==> src/rtl/eight_bit_threshold_monitor.sv <==
// eight_bit_threshold_monitor
//   Consumes a stream of unsigned 8-bit samples, tracks running max/min and a
//   saturating sample count, and runs a hysteresis alarm FSM with a
//   persistence filter on samples strictly above thr_hi.
//
// Ports:
//   clk           rising-edge clock
//   rst           synchronous, active-high reset
//   in_valid      sample qualifier
//   in_data       unsigned sample
//   thr_hi/thr_lo upper/lower thresholds, taken with each accepted sample
//   clear         synchronous clear of max/min/stats_valid/sample_count
//   alarm         registered alarm flag (1 while FSM is in ALARM)
//   cfg_err       registered, 1 when thr_lo > thr_hi at the last accepted sample
//   max_val       running maximum since reset/clear
//   min_val       running minimum since reset/clear
//   stats_valid   1 once a sample has been accepted since reset/clear
//   sample_count  accepted samples since reset/clear, saturating
//   alarm_events  ALARM entries since reset, saturating at 255
module eight_bit_threshold_monitor #(
  parameter int unsigned PERSIST = 3,
  parameter int unsigned CNT_W   = 16
) (
  input  logic             clk,
  input  logic             rst,
  input  logic             in_valid,
  input  logic [7:0]       in_data,
  input  logic [7:0]       thr_hi,
  input  logic [7:0]       thr_lo,
  input  logic             clear,
  output logic             alarm,
  output logic             cfg_err,
  output logic [7:0]       max_val,
  output logic [7:0]       min_val,
  output logic             stats_valid,
  output logic [CNT_W-1:0] sample_count,
  output logic [7:0]       alarm_events
);

  localparam int unsigned PC_W = 4;
  localparam logic [PC_W-1:0]  PERSIST_V = PC_W'(PERSIST);
  localparam bit               PERSIST_1 = (PERSIST == 1);
  localparam logic [CNT_W-1:0] CNT_MAX   = '1;

  typedef enum logic [1:0] {
    IDLE    = 2'd0,
    NORMAL  = 2'd1,
    PENDING = 2'd2,
    ALARM   = 2'd3
  } state_t;

  state_t            state, state_n;
  logic [PC_W-1:0]   pcnt, pcnt_n;
  logic              alarm_n, cfg_err_n, stats_valid_n;
  logic [7:0]        max_n, min_n, events_n;
  logic [CNT_W-1:0]  count_n;

  // Comparator flags, all unsigned and combinational on the current sample
  logic above_c, below_c, cfg_bad_c, gt_max_c, lt_min_c;

  always_comb begin
    above_c   = in_data > thr_hi;
    below_c   = in_data < thr_lo;
    cfg_bad_c = thr_lo > thr_hi;
    gt_max_c  = in_data > max_val;
    lt_min_c  = in_data < min_val;
  end

  // Next-state and next-output logic
  always_comb begin
    state_n       = state;
    pcnt_n        = pcnt;
    cfg_err_n     = cfg_err;
    max_n         = max_val;
    min_n         = min_val;
    stats_valid_n = stats_valid;
    count_n       = sample_count;
    events_n      = alarm_events;
    alarm_n       = alarm;

    if (clear) begin
      max_n         = 8'h00;
      min_n         = 8'hFF;
      stats_valid_n = 1'b0;
      count_n       = '0;
    end

    if (in_valid) begin
      cfg_err_n = cfg_bad_c;

      // A sample arriving with clear is the first sample of the new window
      if (clear || !stats_valid) begin
        max_n         = in_data;
        min_n         = in_data;
        stats_valid_n = 1'b1;
      end else begin
        if (gt_max_c) max_n = in_data;
        if (lt_min_c) min_n = in_data;
      end

      if (clear)                      count_n = CNT_W'(1);
      else if (sample_count != CNT_MAX) count_n = sample_count + CNT_W'(1);

      if (cfg_bad_c) begin
        state_n = NORMAL;
        pcnt_n  = '0;
      end else begin
        unique case (state)
          IDLE, NORMAL: begin
            if (above_c) begin
              if (PERSIST_1) begin
                state_n = ALARM;
                pcnt_n  = '0;
              end else begin
                state_n = PENDING;
                pcnt_n  = PC_W'(1);
              end
            end else begin
              state_n = NORMAL;
              pcnt_n  = '0;
            end
          end
          PENDING: begin
            if (above_c) begin
              if (pcnt + PC_W'(1) >= PERSIST_V) begin
                state_n = ALARM;
                pcnt_n  = '0;
              end else begin
                pcnt_n = pcnt + PC_W'(1);
              end
            end else begin
              state_n = NORMAL;
              pcnt_n  = '0;
            end
          end
          ALARM: begin
            // Only a sample below thr_lo releases the alarm (hysteresis)
            if (below_c) begin
              state_n = NORMAL;
              pcnt_n  = '0;
            end
          end
          default: begin
            state_n = IDLE;
            pcnt_n  = '0;
          end
        endcase
      end
    end

    alarm_n = (state_n == ALARM);
    if ((state_n == ALARM) && (state != ALARM) && (alarm_events != 8'hFF))
      events_n = alarm_events + 8'd1;
  end

  // State and output registers
  always_ff @(posedge clk) begin
    if (rst) begin
      state        <= IDLE;
      pcnt         <= '0;
      alarm        <= 1'b0;
      cfg_err      <= 1'b0;
      max_val      <= 8'h00;
      min_val      <= 8'hFF;
      stats_valid  <= 1'b0;
      sample_count <= '0;
      alarm_events <= 8'h00;
    end else begin
      state        <= state_n;
      pcnt         <= pcnt_n;
      alarm        <= alarm_n;
      cfg_err      <= cfg_err_n;
      max_val      <= max_n;
      min_val      <= min_n;
      stats_valid  <= stats_valid_n;
      sample_count <= count_n;
      alarm_events <= events_n;
    end
  end

endmodule

==> config.mk <==
export PLATFORM = sky130hd
export DESIGN_NAME = eight_bit_threshold_monitor
export DESIGN_NICKNAME = d
export VERILOG_FILES = /design/src/rtl/eight_bit_threshold_monitor.sv
export SDC_FILE = /design/constraint.sdc
export NUM_CORES = 1
export LEC_CHECK = 0
export CAP_MARGIN = 20
export CELL_PAD_IN_SITES_DETAIL_PLACEMENT = 1
export CELL_PAD_IN_SITES_GLOBAL_PLACEMENT = 1
export CORE_ASPECT_RATIO = 0.8
export CORE_MARGIN = 2
export CORE_UTILIZATION = 30
export DETAILED_ROUTE_END_ITERATION = 8
export HOLD_SLACK_MARGIN = 0.08
export PLACE_DENSITY = 0.75
export SLEW_MARGIN = 20
export SYNTH_ARGS = -nofsm -noshare
export SYNTH_HDL_FRONTEND = slang
export SYNTH_SLANG_ARGS = --single-unit
==> constraint.sdc <==
create_clock -name clk -period 3.5 [get_ports clk]
set_clock_uncertainty 0.15 [all_clocks]
set_input_delay 0.875 -clock clk [delete_from_list [all_inputs] [get_ports clk]]
set_output_delay 0.875 -clock clk [all_outputs]
set_load 0.02 [all_outputs]
==> results.sh, run 1 <==
export IMPL_outcome="completed"
export IMPL_die_w_um=119
export IMPL_final_replace_weighted_congestion=0.796
export IMPL_min_delay_worst_endpoint="max_val[6]$_SDFF_PP0_"
export IMPL_power_per_cell_area_nw_per_um2=335
export IMPL_r2r_setup_slack_ns=1.12
export IMPL_worst_slew_margin_rel=0.510
export IMPL_grt_pass1_wl_um=14700
export IMPL_netlist_cell_type_count=53
export IMPL_synth_yosys_seq_area_share=0.311
export IMPL_timing_critical_path_arrival_ns=3.21
export IMPL_crit_path_start="thr_hi[1]"
export IMPL_timing_final_crit_share=0.900
export IMPL_floorplan_die_height_um=95.7
export IMPL_hold_viol=0
export IMPL_first_pass_drt_iterations=4
export IMPL_first_global_vias=3013
export IMPL_detail_route_drc_violations=0
export IMPL_synthToLayoutAreaGrowth_pct=33.6
export IMPL_final_core_utilization=0.411
export IMPL_grt_antenna_before_repair=0
export IMPL_max_freq_ghz=0.317
export IMPL_hold_depth=2
export IMPL_ys_dominant_reg_cell="sky130_fd_sc_hd__dfxtp_1"
export IMPL_grt_max_degree=17
export IMPL_p_leak_nw=1.76
export IMPL_r2r_start="pcnt[0]$_SDFFE_PP0P_"
export IMPL_nets=522
export IMPL_setup_worst_path_start_class="input pin"
export IMPL_cts_repair_resize_count=0
export IMPL_worst_r2r_cell_count=8
export IMPL_rsz0062_at_grt="false"
export IMPL_clock_latency_ns=0.29
export IMPL_synth_warning_count=0
export IMPL_total_global_routing_overflow=0
export IMPL_detail_route_wl_per_cell_um=14.9
export IMPL_final_layout_size_suffix_gt1_frac=0.0618
export IMPL_async_flop_share=0
export IMPL_area_of_the_core_um2=10200
export IMPL_gr_usage_all_layers=0.161
export IMPL_cts_hold_buffers_added=0
export IMPL_postRouteAntennaNets=0
export IMPL_tritoncts_clock_tree="yes"
export IMPL_fin_tns_setup_ns=0
export IMPL_dpl_hpwl_um=7200
export IMPL_timing_critical_path_fanout_max=7
export IMPL_std_cell_rows=33
export IMPL_final_min_clock_period_ns=3.15
export IMPL_cts_sink_count=49
export IMPL_post_synthesis_instance_area_um2=3150
export IMPL_crit_required_ns=3.56
export IMPL_worst_setup_path_type="input pin to flop"
export IMPL_worst_r2r_endpoint="alarm_events[3]$_SDFFE_PP0P_"
export IMPL_final_max_slew_violation_count=0
export IMPL_critical_path_endpoint_type="flop"
export IMPL_route_vias_total=2927
export IMPL_antenna_diode_count=0
export IMPL_drt_wl_total_um=8850
export IMPL_hold_path_class="flop to flop"
export IMPL_synth_cells=376
export IMPL_cts_buffer_depth=2
export IMPL_hold_path_start="max_val[6]$_SDFF_PP0_"
export IMPL_synth_net_count=446
export IMPL_route_detailed_vias_per_inst=4.94
export IMPL_clkTransAtPathRegs_ns=0.07
export IMPL_max_vdd_ir_drop_mv=0.174
export IMPL_number_of_buffers_created_by_cts=5
export IMPL_setup_viol_count_final=0
export IMPL_floorplan_die_area_um2=11300
export IMPL_port_buffers=70
export IMPL_cts_root_buf="sky130_fd_sc_hd__clkbuf_16"
export IMPL_post_cts_repair_setup_buffers=0
export IMPL_initial_core_util=0.308
export IMPL_synth_enable_flop_cells=0
export IMPL_design_portCount=71
export IMPL_max_cap_viol_count=0
export IMPL_ys_seq_elements=49
export IMPL_syn_mean_instance_area_um2=8.38
export IMPL_drt_iter0_drc=109
export IMPL_ctsHtreeMaxLevel=2
export IMPL_worst_slew_pin_transition_ns=0.731
## through the flow
step                      area [um2]  hold WS [ns]  setup slack [ns]  std cells  power (mW)
final                           4210         0.342             0.348        593        1.41
after global routing            4210         0.378             0.190        593        1.48
after CTS                       4210         0.353             0.342        593        1.43
after detailed placement        4040         0.337            0.0410        585       0.861
after global placement          4040         0.322             0.139        585       0.849
after floorplan                 3150         0.312             0.714        376       0.743
## Yosys cell counts, drive strengths merged (3+ instances only)
cell type	instances	area share
a21o	3	0.0071
nor3	12	0.023
o21ai	18	0.030
and3	5	0.0099
nand4	11	0.022
o211ai	3	0.0071
a31oi	7	0.014
clkbuf	10	0.016
nor2b	8	0.016
o21bai	6	0.014
xnor2	3	0.0083
mux2	3	0.011
nand2b	11	0.022
nand3	25	0.040
nand2	16	0.019
a211oi	4	0.0095
inv	33	0.039
dfxtp	49	0.31
ha	42	0.17
xor2	10	0.028
nor2	40	0.048
mux2i	7	0.022
a21oi	18	0.029
a32oi	3	0.0083
## flip-flops by register name, summed over array words and instances (netlist names)
| name | cells |
|---|---|
| cfg_err | 1 |
| min_val | 8 |
| pcnt | 4 |
| stats_valid | 1 |
| state | 2 |
| alarm | 1 |
| alarm_events | 8 |
| max_val | 8 |
| sample_count | 16 |
## area by class of cell
cell class	count	area (um2)
fill	1225	6030
multi-input combinational	283	1980
sequential	49	981
timing repair buffer	80	776
tap	140	175
clock buffer	5	125
inverter	33	124
clock inverter	3	43.8
## layout by cell type, fill, tap and decap left out, types with 8 or more instances in the layout
cell type and n:
sky130_fd_sc_hd__nor2_1 40, sky130_fd_sc_hd__nor2b_1 8, sky130_fd_sc_hd__nor3_1 11, sky130_fd_sc_hd__xor2_1 10, sky130_fd_sc_hd__ha_1 42, sky130_fd_sc_hd__o21ai_0 12
sky130_fd_sc_hd__a21oi_1 18, sky130_fd_sc_hd__nand2b_1 11, sky130_fd_sc_hd__dfxtp_1 49, sky130_fd_sc_hd__clkdlybuf4s50_1 70, sky130_fd_sc_hd__nand4_1 11, sky130_fd_sc_hd__buf_4 10
sky130_fd_sc_hd__nand3_1 25, sky130_fd_sc_hd__nand2_1 16, sky130_fd_sc_hd__inv_1 33
## worst max-delay path, stage by stage
cell                              delay [ns]
sky130_fd_sc_hd__clkdlybuf4s50_1        0.46
sky130_fd_sc_hd__inv_1                  0.06
sky130_fd_sc_hd__ha_1                   0.30
sky130_fd_sc_hd__nor2b_1                0.13
sky130_fd_sc_hd__o211ai_1               0.18
sky130_fd_sc_hd__a21oi_1                0.09
sky130_fd_sc_hd__o22a_2                 0.28
sky130_fd_sc_hd__nor4_1                 0.47
sky130_fd_sc_hd__a31oi_1                0.15
sky130_fd_sc_hd__a211oi_1               0.22
## worst max path at each step
stage          depth (start not counted)                            to
5_1_grt                                7         max_val[1]$_SDFF_PP0_
4_1_cts                               10  alarm_events[6]$_SDFFE_PP0P_
6_report                              10  alarm_events[6]$_SDFFE_PP0P_
3_3_place_gp                          10  alarm_events[5]$_SDFFE_PP0P_
2_1_floorplan                          9  alarm_events[4]$_SDFFE_PP0P_
3_5_place_dp                          10  alarm_events[6]$_SDFFE_PP0P_
## cells by family after synthesis
group                    count (synthesis)  share of synthesized area
buffers and inverters                   44                     0.0592
AND/OR/NAND/NOR                        141                      0.230
multiplexers                            10                     0.0330
AO/OA/AOI/OAI                           77                      0.164
XOR/XNOR                                13                     0.0361
adder cells (fa/ha/maj)                 42                      0.167
flip-flops                              49                      0.311
## where the power goes
group          switching (mW)  internal, mW
clock                   0.222         0.339
sequential             0.0138         0.573
combinational           0.140         0.120
## metal layers
| metal | routed length [um] | vias up | track usage |
|---|---|---|---|
| met2 | 4000 | 57 | 0.272 |
| met4 | 69 | 0 | 0.0327 |
| li1 | - | 1487 | - |
| met5 | 0 | - | 0 |
| met1 | 4400 | 1376 | 0.215 |
| met3 | 380 | 7 | 0.0311 |
Power figures use the tool's default switching activity.
==> run 2: changes to the inputs <==
--- a/config.mk
+++ b/config.mk
@@ -14,6 +14,7 @@
 export DETAILED_ROUTE_END_ITERATION = 8
 export HOLD_SLACK_MARGIN = 0.08
 export PLACE_DENSITY = 0.75
+export SETUP_SLACK_MARGIN = 0.2
 export SLEW_MARGIN = 20
 export SYNTH_ARGS = -nofsm -noshare
 export SYNTH_HDL_FRONTEND = slang
==> run 2 against run 1 <==
Compared with the run above: first-iteration DRC count unchanged; clock power about the same; die area unchanged; via count decreased by 0.17%; sequential power about the same; combinational power about the same; critical path depth unchanged; fmax unchanged; hold slack about the same; clock-buffer cell count unchanged; critical path type unchanged; largest power group unchanged.
==> results.sh, run 2 (synthesized netlist as in run 1, its figures left out) <==
export IMPL_std_cell_rows=33
export IMPL_route_detailed_vias_per_inst=4.93
export IMPL_hold_depth=2
export IMPL_largest_register_ff_count=16
export IMPL_max_flop_register="sample_count"
export IMPL_post_route_cell_area_um2=4210
export IMPL_die_w_um=119
export IMPL_setup_viol_count_final=0
export IMPL_cts_buffer_depth=2
export IMPL_port_buffers=70
export IMPL_timing_critical_path_arrival_ns=3.21
export IMPL_ctsHtreeMaxLevel=2
export IMPL_final_replace_weighted_congestion=0.796
export IMPL_p_leak_nw=1.76
export IMPL_timing_critical_path_fanout_max=7
export IMPL_place_area_um2=4040
export IMPL_design_portCount=71
export IMPL_drt_wl_total_um=8860
export IMPL_cts_sink_count=49
export IMPL_sequential_area_um2=981
export IMPL_hold_path_class="flop to flop"
export IMPL_dpl_hpwl_um=7200
export IMPL_grt_max_degree=17
export IMPL_tritoncts_clock_tree="yes"
export IMPL_worst_slew_margin_rel=0.657
export IMPL_rsz0062_at_grt="false"
export IMPL_fill_cells=1225
export IMPL_hold_path_start="max_val[6]$_SDFF_PP0_"
export IMPL_clkTransAtPathRegs_ns=0.07
export IMPL_fin_tns_setup_ns=0
export IMPL_number_of_buffers_created_by_cts=5
export IMPL_max_freq_ghz=0.317
export IMPL_worst_r2r_cell_count=8
export IMPL_initial_core_util=0.308
export IMPL_hold_viol=0
export IMPL_synthToLayoutAreaGrowth_pct=33.7
export IMPL_grt_pass1_wl_um=14700
export IMPL_area_of_the_core_um2=10200
export IMPL_antenna_diode_count=0
export IMPL_first_global_vias=3013
export IMPL_drt_iter0_drc=109
export IMPL_worst_r2r_endpoint="alarm_events[3]$_SDFFE_PP0P_"
export IMPL_setup_worst_path_start_class="input pin"
export IMPL_detail_route_drc_violations=0
export IMPL_final_hold_slack_ns=0.342
export IMPL_r2r_start="pcnt[0]$_SDFFE_PP0P_"
export IMPL_critical_path_endpoint_type="flop"
export IMPL_postRouteAntennaNets=0
export IMPL_first_pass_drt_iterations=4
export IMPL_timing_final_crit_share=0.900
export IMPL_mostFrequentLayoutCell="sky130_fd_sc_hd__clkdlybuf4s50_1"
export IMPL_outcome="completed"
export IMPL_gr_usage_all_layers=0.161
export IMPL_total_global_routing_overflow=0
export IMPL_total_power_mw=1.41
export IMPL_floorplan_die_area_um2=11300
export IMPL_max_vdd_ir_drop_mv=0.174
export IMPL_worst_slew_pin_transition_ns=0.513
export IMPL_final_max_slew_violation_count=0
export IMPL_floorplan_die_height_um=95.7
export IMPL_r2r_setup_slack_ns=1.12
export IMPL_min_delay_worst_endpoint="max_val[6]$_SDFF_PP0_"
export IMPL_nets=522
export IMPL_grt_antenna_before_repair=0
export IMPL_final_layout_size_suffix_gt1_frac=0.0640
export IMPL_worst_setup_path_type="input pin to flop"
export IMPL_crit_path_start="thr_hi[1]"
export IMPL_mostFrequentLayoutCells="sky130_fd_sc_hd__clkdlybuf4s50_1 (70), sky130_fd_sc_hd__dfxtp_1 (49), sky130_fd_sc_hd__ha_1 (42), sky130_fd_sc_hd__nor2_1 (40), sky130_fd_sc_hd__inv_1 (33)"
export IMPL_power_per_cell_area_nw_per_um2=334
export IMPL_crit_required_ns=3.56
export IMPL_detail_route_wl_per_cell_um=14.9
export IMPL_clock_latency_ns=0.29
export IMPL_final_min_clock_period_ns=3.15
export IMPL_cts_root_buf="sky130_fd_sc_hd__clkbuf_16"
export IMPL_multiInputGateArea_um2=1990
export IMPL_route_vias_total=2922
export IMPL_cts_hold_buffers_added=0
export IMPL_max_cap_viol_count=0
==> run 2: metrics by stage <==
stage / utilization / setup WS (ns) / instances
floorplan: - / 0.714 / 376
global placement: 0.394 / 0.139 / 585
detailed placement: 0.394 / 0.0410 / 585
CTS: 0.411 / 0.342 / 593
global route: 0.411 / 0.200 / 593
finish: 0.411 / 0.348 / 593
==> run 2: worst max path at each step <==
stage,to,slack (ns),cells past startpoint
6_report,alarm_events[6]$_SDFFE_PP0P_,0.35,10
5_1_grt,alarm_events[6]$_SDFFE_PP0P_,0.20,10
4_1_cts,alarm_events[6]$_SDFFE_PP0P_,0.34,10
3_5_place_dp,alarm_events[6]$_SDFFE_PP0P_,0.04,10
3_3_place_gp,alarm_events[5]$_SDFFE_PP0P_,0.14,10
2_1_floorplan,alarm_events[4]$_SDFFE_PP0P_,0.71,9
==> run 2: area by class of cell <==
class                   count  area share
multi-input cells         283       0.472
flip-flops and latches     49       0.233
repair buffers             80       0.184
well taps                 140      0.0416
clock buffers               5      0.0297
inverters                  33      0.0294
clock inverters             3      0.0104
==> run 2: layer usage <==
layer | GRT usage | vias up | share of wire
met2 | 0.272 | 54 | 0.45
met4 | 0.0327 | 0 | 0.0078
li1 | - | 1487 | -
met1 | 0.215 | 1374 | 0.50
met3 | 0.0311 | 7 | 0.039
met5 | 0 | - | 0
==> run 2: timing repair <==
action                     4_1_cts  5_1_grt
setup endpoints to repair        0        4
setup buffers                    0        0
resized for setup                0        1
==> run 2: power breakdown <==
group | switching, mW | internal [mW]
combinational | 0.140 | 0.120
clock | 0.222 | 0.339
sequential | 0.0139 | 0.573
==> run 2: critical path, cell delays in order <==
cell and delay, ns:
sky130_fd_sc_hd__clkdlybuf4s50_1 0.46, sky130_fd_sc_hd__inv_1 0.06, sky130_fd_sc_hd__ha_1 0.30, sky130_fd_sc_hd__nor2b_1 0.13, sky130_fd_sc_hd__o211ai_1 0.18, sky130_fd_sc_hd__a21oi_1 0.09, sky130_fd_sc_hd__o22a_2 0.28, sky130_fd_sc_hd__nor4_1 0.47
sky130_fd_sc_hd__a31oi_1 0.15, sky130_fd_sc_hd__a211oi_1 0.22
==> run 3: changes to the inputs <==
--- a/config.mk
+++ b/config.mk
@@ -14,7 +14,7 @@
 export DETAILED_ROUTE_END_ITERATION = 8
 export HOLD_SLACK_MARGIN = 0.08
 export PLACE_DENSITY = 0.75
-export SETUP_SLACK_MARGIN = 0.2
+export SETUP_SLACK_MARGIN = 0.15
 export SLEW_MARGIN = 20
 export SYNTH_ARGS = -nofsm -noshare
 export SYNTH_HDL_FRONTEND = slang
==> results of run 3 <==
Same layout as run 1: the final DEF is identical, and so are final timing and power.
